$ cat config.mk
export PLATFORM = sky130hd
export DESIGN_NAME = perceptron_trainer
export DESIGN_NICKNAME = d
export VERILOG_FILES = /design/src/rtl/perceptron_trainer.sv
export SDC_FILE = /design/constraint.sdc
export NUM_CORES = 1
export LEC_CHECK = 0
export CORE_ASPECT_RATIO = 1.2
export CORE_MARGIN = 3
export CORE_UTILIZATION = 45
export CTS_CLUSTER_DIAMETER = 80
export DETAILED_ROUTE_END_ITERATION = 10
export MAX_ROUTING_LAYER = met4
export PLACE_DENSITY = 0.67
export SLEW_MARGIN = 10
export SYNTH_ARGS = -nofsm -noshare
export SYNTH_HDL_FRONTEND = slang
export SYNTH_SLANG_ARGS = --single-unit
$ cat constraint.sdc
create_clock -name clk -period 6.47 [get_ports clk]
set_input_delay 0.647 -clock clk [delete_from_list [all_inputs] [get_ports clk]]
set_output_delay 0.647 -clock clk [all_outputs]
set_load 0.005 [all_outputs]
$ cat src/rtl/perceptron_trainer.sv
// Online perceptron trainer for a 2-input step neuron: learns saturating signed
// weights/bias that reproduce a 4-entry truth table, or stops at an epoch limit.
module perceptron_trainer #(
  parameter int W          = 8,
  parameter int LR         = 1,
  parameter int MAX_EPOCHS = 32
) (
  input  logic                clk,
  input  logic                reset_n,
  input  logic                start,
  input  logic [3:0]          target,
  output logic                busy,
  output logic                done,
  output logic                converged,
  output logic signed [W-1:0] w_a,
  output logic signed [W-1:0] w_b,
  output logic signed [W-1:0] bias,
  output logic [5:0]          epochs,
  output logic [1:0]          dbg_state
);

  // Handshake: start is a one-cycle request, accepted only in IDLE or DONE;
  // busy covers every EVAL/CHECK cycle, done is a level held until the next accept.
  typedef enum logic [1:0] {S_IDLE, S_EVAL, S_CHECK, S_DONE} state_t;

  localparam logic signed [W+1:0] LR_S   = (W+2)'(LR);
  localparam logic signed [W+1:0] SAT_HI = {3'b000, {(W-1){1'b1}}};
  localparam logic signed [W+1:0] SAT_LO = {3'b111, {(W-1){1'b0}}};
  localparam logic [5:0]          MAX_E  = 6'(MAX_EPOCHS);

  state_t              r_state;
  logic [3:0]          r_target;
  logic [1:0]          r_p;
  logic                r_err;
  logic                r_busy;
  logic                r_done;
  logic                r_conv;
  logic signed [W-1:0] r_w_a;
  logic signed [W-1:0] r_w_b;
  logic signed [W-1:0] r_bias;
  logic [5:0]          r_epochs;

  logic                w_in_a;
  logic                w_in_b;
  logic signed [W+1:0] w_act;
  logic                w_z;
  logic                w_t;
  logic                w_err_pos;
  logic                w_err_neg;
  logic signed [W+1:0] w_delta;
  logic signed [W-1:0] w_w_a_nxt;
  logic signed [W-1:0] w_w_b_nxt;
  logic signed [W-1:0] w_bias_nxt;

  function automatic logic signed [W-1:0] f_sat_add(input logic signed [W-1:0] v,
                                                    input logic signed [W+1:0] d);
    logic signed [W+1:0] s;
    s = {{2{v[W-1]}}, v} + d;
    if (s > SAT_HI)      f_sat_add = SAT_HI[W-1:0];
    else if (s < SAT_LO) f_sat_add = SAT_LO[W-1:0];
    else                 f_sat_add = s[W-1:0];
  endfunction

  // Two extra bits of headroom make the three-term sum overflow-free.
  always_comb begin
    w_in_a    = r_p[1];
    w_in_b    = r_p[0];
    w_act     = (w_in_a ? {{2{r_w_a[W-1]}}, r_w_a} : '0)
              + (w_in_b ? {{2{r_w_b[W-1]}}, r_w_b} : '0)
              + {{2{r_bias[W-1]}}, r_bias};
    w_z       = ~w_act[W+1];
    w_t       = r_target[r_p];
    w_err_pos = w_t & ~w_z;
    w_err_neg = ~w_t & w_z;
    w_delta   = w_err_pos ? LR_S : (w_err_neg ? -LR_S : '0);
    w_w_a_nxt  = w_in_a ? f_sat_add(r_w_a, w_delta) : r_w_a;
    w_w_b_nxt  = w_in_b ? f_sat_add(r_w_b, w_delta) : r_w_b;
    w_bias_nxt = f_sat_add(r_bias, w_delta);
  end

  always_ff @(posedge clk or negedge reset_n) begin
    if (!reset_n) begin
      r_state  <= S_IDLE;
      r_target <= '0;
      r_p      <= '0;
      r_err    <= 1'b0;
      r_busy   <= 1'b0;
      r_done   <= 1'b0;
      r_conv   <= 1'b0;
      r_w_a    <= '0;
      r_w_b    <= '0;
      r_bias   <= '0;
      r_epochs <= '0;
    end else begin
      case (r_state)
        S_IDLE, S_DONE: begin
          if (start) begin
            r_target <= target;
            r_p      <= '0;
            r_err    <= 1'b0;
            r_busy   <= 1'b1;
            r_done   <= 1'b0;
            r_conv   <= 1'b0;
            r_w_a    <= '0;
            r_w_b    <= '0;
            r_bias   <= '0;
            r_epochs <= '0;
            r_state  <= S_EVAL;
          end
        end
        S_EVAL: begin
          r_w_a  <= w_w_a_nxt;
          r_w_b  <= w_w_b_nxt;
          r_bias <= w_bias_nxt;
          if (w_err_pos || w_err_neg) r_err <= 1'b1;
          r_p <= r_p + 2'd1;
          if (r_p == 2'd3) r_state <= S_CHECK;
        end
        S_CHECK: begin
          r_epochs <= r_epochs + 6'd1;
          if (!r_err) begin
            r_conv  <= 1'b1;
            r_done  <= 1'b1;
            r_busy  <= 1'b0;
            r_state <= S_DONE;
          end else if ((r_epochs + 6'd1) == MAX_E) begin
            r_conv  <= 1'b0;
            r_done  <= 1'b1;
            r_busy  <= 1'b0;
            r_state <= S_DONE;
          end else begin
            r_err   <= 1'b0;
            r_p     <= '0;
            r_state <= S_EVAL;
          end
        end
        default: r_state <= S_IDLE;
      endcase
    end
  end

  assign busy      = r_busy;
  assign done      = r_done;
  assign converged = r_conv;
  assign w_a       = r_w_a;
  assign w_b       = r_w_b;
  assign bias      = r_bias;
  assign epochs    = r_epochs;
  assign dbg_state = r_state;

endmodule
==> reports/metrics.yaml, run 1 <==
syn_inst: 417
fin_total_pwr_mw: 2.064
power_density_nw_per_um2: 517.3
period_minus_slack_ns: 5.081
critPathKind: "flop to flop"
synth_area_leader_cell: "sky130_fd_sc_hd__dfrtp_1"
clk_pin_slew_worst_paths_ns: 0.09
combPwrFrac_pct: 63.5
post-route-drc-count: 0
die_height_um: 101.7
io_buffer_count: 41
area_of_the_mapped_netlist_um2: 3437
grt_setup_unrepaired: "no"
cts_root_buffer: "sky130_fd_sc_hd__clkbuf_8"
number_of_antenna_violations_at_the_first_check_in_global_routing: 0
cts-hold-fix-buffers: 0
core.rowCount: 34
vdd.ir_drop.worst_mv: 0.2730
critPathCaptureType: "flop"
power_frac_seq_pct: 26.2
synth-async-reset-ratio_pct: 100.0
timing.fmax_mhz: 196.8
synthMostInstantiatedCell: "sky130_fd_sc_hd__nand2_1"
slew_headroom_pct: 35.07
cp_num_buf_inv: 1
post_synth_edffs: 0
routabilityCongestion: 0.9550
maxCapViolations: 0
cts_buffers: 5
final_count_of_pins_violating_max_slew: 0
postRouteWirelength_um: 8998
ctsResizeCount: 0
timing.hold.worst.class: "input pin to async pin"
yosysSeqAreaShare_pct: 30.58
grt_pass1_vias: 3114
power.leakage_nw: 1.715
routed-wl-met2_um: 4406
grt_first_pass_wirelength_um: 15460
ys_top_cells_by_area: "sky130_fd_sc_hd__dfrtp_1 (31%), sky130_fd_sc_hd__ha_1 (6.9%), sky130_fd_sc_hd__o21ai_0 (6.0%)"
detail_route.vias_per_cell: 6.048
cts_setup_buffers: 0
run_status: "complete, no violations"
setup_total_negative_slack_ns: 0
io-pin-count: 42
diodes_inserted: 0
share_clk_of_total_power_pct: 10.3
ys_seq_elements: 42
floorplan.initialDensity_pct: 46.97
wl_per_cell_um: 16.76
worstPathRequired_ns: 6.66
floorplan.die.width_um: 85.78
final_min_period_over_clock_period_pct: 78.54
routed-wl-met3_um: 446
cp_cell_instances: "nand2_1 -> fa_1 -> inv_1 -> ha_1 -> and2_1 -> and3_1 -> a211oi_4 -> o21ai_0 -> nand2_1 -> ha_1 -> ha_1 -> nor4_1 -> nand2_1 -> o21ai_0 -> nand3_1 -> o311ai_0"
critical_path.startpoint: "r_p[1]"
worst_pin_slew_ns: 0.9634
clk_path_buf_depth: 2
fin_nets: 479
cp.arrival_ns: 5.27
flow.area_growth_from_synthesis_pct: 16.09
grtUsageTotal_pct: 22.79
worst_path_max_delay_cell: "sky130_fd_sc_hd__dfrtp_1"
core_region_area_um2: 7317
r2r-start: "r_p[1]"
finalHoldWorstSlack_ns: 0.4851
hpwl_um: 6651
numClockSinks: 42
fraction_of_final_layout_cells_sized_beyond_drive_strength_1_pct: 6.264
grt.overflow.total: 0
synth_top_area_share_pct: 30.58
grt_start_max_net_pins: 43
setup_viol: 0
finalClockSkew_ns: 0.007588
syn-num-nets: 450
critPathTopFamily: "simple AND/OR/NAND/NOR gates"
detail_route.iter0.violations: 226
tritoncts: "built"
internal_power_mw: 1.047
final-hold-violation-count: 0
crit_path_start_kind: "flop"
clock_latency_ns: 0.31
synth.top_cells.by_count: "sky130_fd_sc_hd__nand2_1 (52), sky130_fd_sc_hd__dfrtp_1 (42), sky130_fd_sc_hd__o21ai_0 (41), sky130_fd_sc_hd__nor2_1 (34), sky130_fd_sc_hd__inv_1 (23)"
syn-mean-instance-area_um2: 8.242
cts_htree_levels: 2
ys.flop_type: "sky130_fd_sc_hd__dfrtp_1"
drt-pass1-iter-count: 4
dr.max_layer_used: "met4"
yosysUniqueCellTypes: 64
critical_path_peak_fanout: 14
route.vias.total: 3248
synthesis.yosys.warnings: 0
design.die.area_um2: 8727
detail-route-antenna-nets: 0
max_stage_delay_ns: 0.61
netSwitchingPower_mw: 1.017
power_switching_share_pct: 49.29
wire_length_on_met1_um: 4016
final timing paths:
path                                    end  cells past startpoint  slack [ns]
worst max register to register       w_a[5]                     16        1.39
worst max-delay path                 w_a[5]                     16        1.39
worst min-delay path                 w_b[1]                      1        0.49
max in group asynchronous            r_p[0]                      1        5.40
min in group clk                r_target[0]                      1        0.52
worst min register to register  r_target[0]                      1        0.52
power by group through the flow:
stage / clock, mW / combinational, mW / sequential (mW)
floorplan: 0 / 0.965 / 0.459
global placement: 0 / 1.29 / 0.547
detailed placement: 0 / 1.30 / 0.545
CTS: 0.219 / 1.31 / 0.540
global route: 0.230 / 1.48 / 0.568
finish: 0.212 / 1.31 / 0.541
through the flow:
stage | cells | worst slack [ns] | cell area [um^2] | util [%]
finish | 537 | 1.389 | 3990 | 54.53
global route | 537 | 0.8340 | 3990 | 54.53
CTS | 537 | 1.424 | 3990 | 54.53
detailed placement | 529 | 1.442 | 3881 | 53.04
global placement | 529 | 1.628 | 3881 | 53.04
floorplan | 417 | 1.550 | 3437 | -
state kept, by name, summed over array words and instances (netlist names):
| name | cells |
|---|---|
| dbg_state | 2 |
| done | 1 |
| bias | 8 |
| epochs | 6 |
| converged | 1 |
| r_p | 2 |
| w_b | 8 |
| r_target | 4 |
| busy | 1 |
| r_err | 1 |
| w_a | 8 |
layer usage:
metal / up-vias / GRT usage (%)
li1: 1573 / -
met1: 1564 / 30.23
met2: 100 / 36.24
met3: 11 / 2.604
met4: 0 / 7.795
met5: - / -
cell usage in the layout (no fill, tap or decap), types with 8 or more instances in the layout:
| master | n |
|---|---|
| sky130_fd_sc_hd__dfrtp_1 | 42 |
| sky130_fd_sc_hd__clkdlybuf4s50_1 | 40 |
| sky130_fd_sc_hd__ha_1 | 19 |
| sky130_fd_sc_hd__nand3_1 | 16 |
| sky130_fd_sc_hd__a21oi_1 | 18 |
| sky130_fd_sc_hd__and2_1 | 12 |
| sky130_fd_sc_hd__nor2_1 | 34 |
| sky130_fd_sc_hd__nand2_1 | 52 |
| sky130_fd_sc_hd__a21o_1 | 8 |
| sky130_fd_sc_hd__inv_1 | 23 |
| sky130_fd_sc_hd__o21ai_0 | 41 |
final cells by class:
cell class,instances,area [um^2]
Clock inverter,3,40.04
Sequential cell,42,1051
Timing Repair Buffer,42,412.9
Fill cell,720,3327
Clock buffer,5,68.82
Inverter,24,90.09
Multi-Input combinational cell,331,2215
Tap cell,90,112.6
logic make-up after synthesis:
group,synth area share (%)
compound gates,24.97
fa+ha+maj,11.58
flops,30.58
xor+xnor,1.529
simple gates,22.93
buf+inv,4.987
mux,3.422
Power figures use the tool's default switching activity.
==> inputs of run 2 (changes only) <==
PLACE_DENSITY = 0.69   (was 0.67)
clock period = 4.1 ns   (was 6.47 ns; I/O delays follow)
==> run 2 against run 1 <==
Critical path depth rose by 2. Via count is 9.3% higher. Sequential cell count unchanged. Critical endpoint is now w_b[4]. Global-route usage increased by 1.2 points. Total power is 93% higher. Hold slack lost 0.31 ns. Sequential share of layout area fell by 3.8 points. First-iteration DRC count decreased by 8.0%. Cell area grew 17%. Wire length grew 14%. Die area did not move. Clock power increased by 57%.
==> reports/metrics.yaml, run 2 (synthesized netlist as in run 1, its figures left out) <==
crit_path_start_kind: "flop"
clk_path_buf_depth: 2  # unchanged
io_buffer_count: 41  # unchanged
cts_buffers: 5  # unchanged
finalClockSkew_ns: 0.006395  # -0.001193 ns
drt-pass1-iter-count: 5  # +1
diodes_inserted: 0  # unchanged
postRouteWirelength_um: 10270  # +14%
clk_pin_slew_worst_paths_ns: 0.08  # about the same
core.rowCount: 34  # unchanged
die_height_um: 101.7  # unchanged
grt.overflow.total: 0  # unchanged
slew_headroom_pct: 51.08  # +16 points
critPathCaptureType: "flop"
grt_first_pass_wirelength_um: 16080  # +4.0%
fraction_of_final_layout_cells_sized_beyond_drive_strength_1_pct: 24.36  # +18 points
route.vias.total: 3551  # +9.3%
critPathKind: "flop to flop"
io-pin-count: 42  # unchanged
flow.area_growth_from_synthesis_pct: 35.75
grt_pass1_vias: 3181  # +2.2%
setup_viol: 0  # unchanged
power.leakage_nw: 2.019  # +18%
detail_route.iter0.violations: 208  # -8.0%
timing.hold.worst.class: "input pin to async pin"
cts_root_buffer: "sky130_fd_sc_hd__clkbuf_8"
worst-r2r-cell-count: 18  # +2
run_status: "complete, no violations"
worstPathRequired_ns: 4.33  # -2.33 ns
detail_route.vias_per_cell: 5.968  # -1.3%
grtUsageTotal_pct: 24.00  # +1.2 points
floorplan.initialDensity_pct: 46.97  # unchanged
hpwl_um: 7587  # +14%
grt_setup_unrepaired: "yes"
final_count_of_pins_violating_max_slew: 0  # unchanged
final_min_period_over_clock_period_pct: 99.23  # +21 points
clock_latency_ns: 0.30  # about the same
number_of_antenna_violations_at_the_first_check_in_global_routing: 0  # unchanged
grt_start_max_net_pins: 43  # unchanged
maxCapViolations: 0  # unchanged
ff2ff_setup_slack_ns: 0.03  # -1.36 ns
routabilityCongestion: 0.9232  # -3.3%
fin_total_pwr_mw: 3.993  # +93%
numClockSinks: 42  # unchanged
worst_pin_slew_ns: 0.7273  # -0.2361 ns
fin_nets: 537  # +12%
detail-route-antenna-nets: 0  # unchanged
finalHoldWorstSlack_ns: 0.1800  # -0.3052 ns
power_density_nw_per_um2: 855.9  # +65%
design.die.area_um2: 8727  # unchanged
period_minus_slack_ns: 4.069  # -1.013 ns
final-hold-violation-count: 0  # unchanged
most-common-layout-cells: "sky130_fd_sc_hd__buf_4 (58), sky130_fd_sc_hd__nand2_1 (47), sky130_fd_sc_hd__dfrtp_1 (40), sky130_fd_sc_hd__clkdlybuf4s50_1 (40), sky130_fd_sc_hd__o21ai_0 (36)"
cts_htree_levels: 2  # unchanged
vdd.ir_drop.worst_mv: 0.5082  # +86%
timing.fmax_mhz: 245.8  # +25%
wl_per_cell_um: 17.27  # +3.1%
tritoncts: "built"
core_region_area_um2: 7317  # unchanged
cp.arrival_ns: 4.30  # -0.97 ns
floorplan.die.width_um: 85.78  # unchanged
post-route-drc-count: 0  # unchanged
critical_path_peak_fanout: 8  # -6
mostFrequentLayoutCell: "sky130_fd_sc_hd__buf_4"
[run 2: metal layers]
layer,global-route usage (%),vias up,wire length [um]
li1,-,1698,-
met1,31.35,1713,4468
met2,40.07,128,5177
met3,2.766,12,519
met4,5.603,0,109
met5,-,-,0
[run 2: repair_timing]
item,4_1_cts,5_1_grt
pin swaps,3,24
endpoints found under the setup margin,15,21
setup buffers,3,9
cloned,0,1
resized for setup,5,30
hold buffers,0,0
[run 2: final timing paths]
kind,start,endpoint
max reg2reg,r_p[1],w_b[4]
min in group clk,r_target[3],r_target[3]
max in group asynchronous,reset_n,r_p[0]
max,r_p[1],w_b[4]
min,reset_n,w_a[6]
min reg2reg,r_target[3],r_target[3]
[run 2: metrics by stage]
stage          instance area [um^2]  std cells  utilization (%)  TNS [ns]  setup slack (ns)
3_5_place_dp                   4303        574            58.81   -0.9375           -0.1398
3_3_place_gp                   4303        574            58.81   -0.1603          -0.05924
2_1_floorplan                  3560        417                -   -0.6933           -0.2120
4_1_cts                        4457        585            60.91         0          0.002975
6_report                       4666        595            63.77         0           0.03137
5_1_grt                        4666        595            63.77   -0.5360           -0.1334
[run 2: area by class of cell]
cell class	instances	area, um^2
fill	609	2651
multi-input combinational	332	2459
sequential	42	1054
timing repair buffer	99	840.8
tap	90	112.6
inverter	24	90.09
clock buffer	6	72.57
clock inverter	2	37.54
[run 2: report_power, final]
part / internal, mW / switching (mW) / total (mW)
sequential: 0.568 / 0.145 / 0.713
clock: 0.182 / 0.151 / 0.333
combinational: 1.36 / 1.59 / 2.95
[run 2: critical path, cell delays in order (launching register included)]
cell,delay (ns)
sky130_fd_sc_hd__dfrtp_2,0.46
sky130_fd_sc_hd__and2_4,0.16
sky130_fd_sc_hd__fa_1,0.47
sky130_fd_sc_hd__ha_1,0.33
sky130_fd_sc_hd__a21o_1,0.17
sky130_fd_sc_hd__a21o_1,0.19
sky130_fd_sc_hd__a211o_4,0.34
sky130_fd_sc_hd__nand2_4,0.09
sky130_fd_sc_hd__nand2_4,0.06
sky130_fd_sc_hd__ha_4,0.17
sky130_fd_sc_hd__ha_4,0.17
sky130_fd_sc_hd__nor2_4,0.09
sky130_fd_sc_hd__nand2_2,0.07
sky130_fd_sc_hd__nor3_2,0.10
sky130_fd_sc_hd__a31oi_1,0.07
sky130_fd_sc_hd__a211o_1,0.33
sky130_fd_sc_hd__o21a_1,0.14
sky130_fd_sc_hd__or4b_1,0.52
sky130_fd_sc_hd__nand3_1,0.08
==> inputs of run 3 (changes only) <==
ABC_CLOCK_PERIOD_IN_PS = 4100   (was unset)
CAP_MARGIN = 20   (was unset)
==> results of run 3 <==
The final DEF is identical to that of run 2; final timing and power are the same.
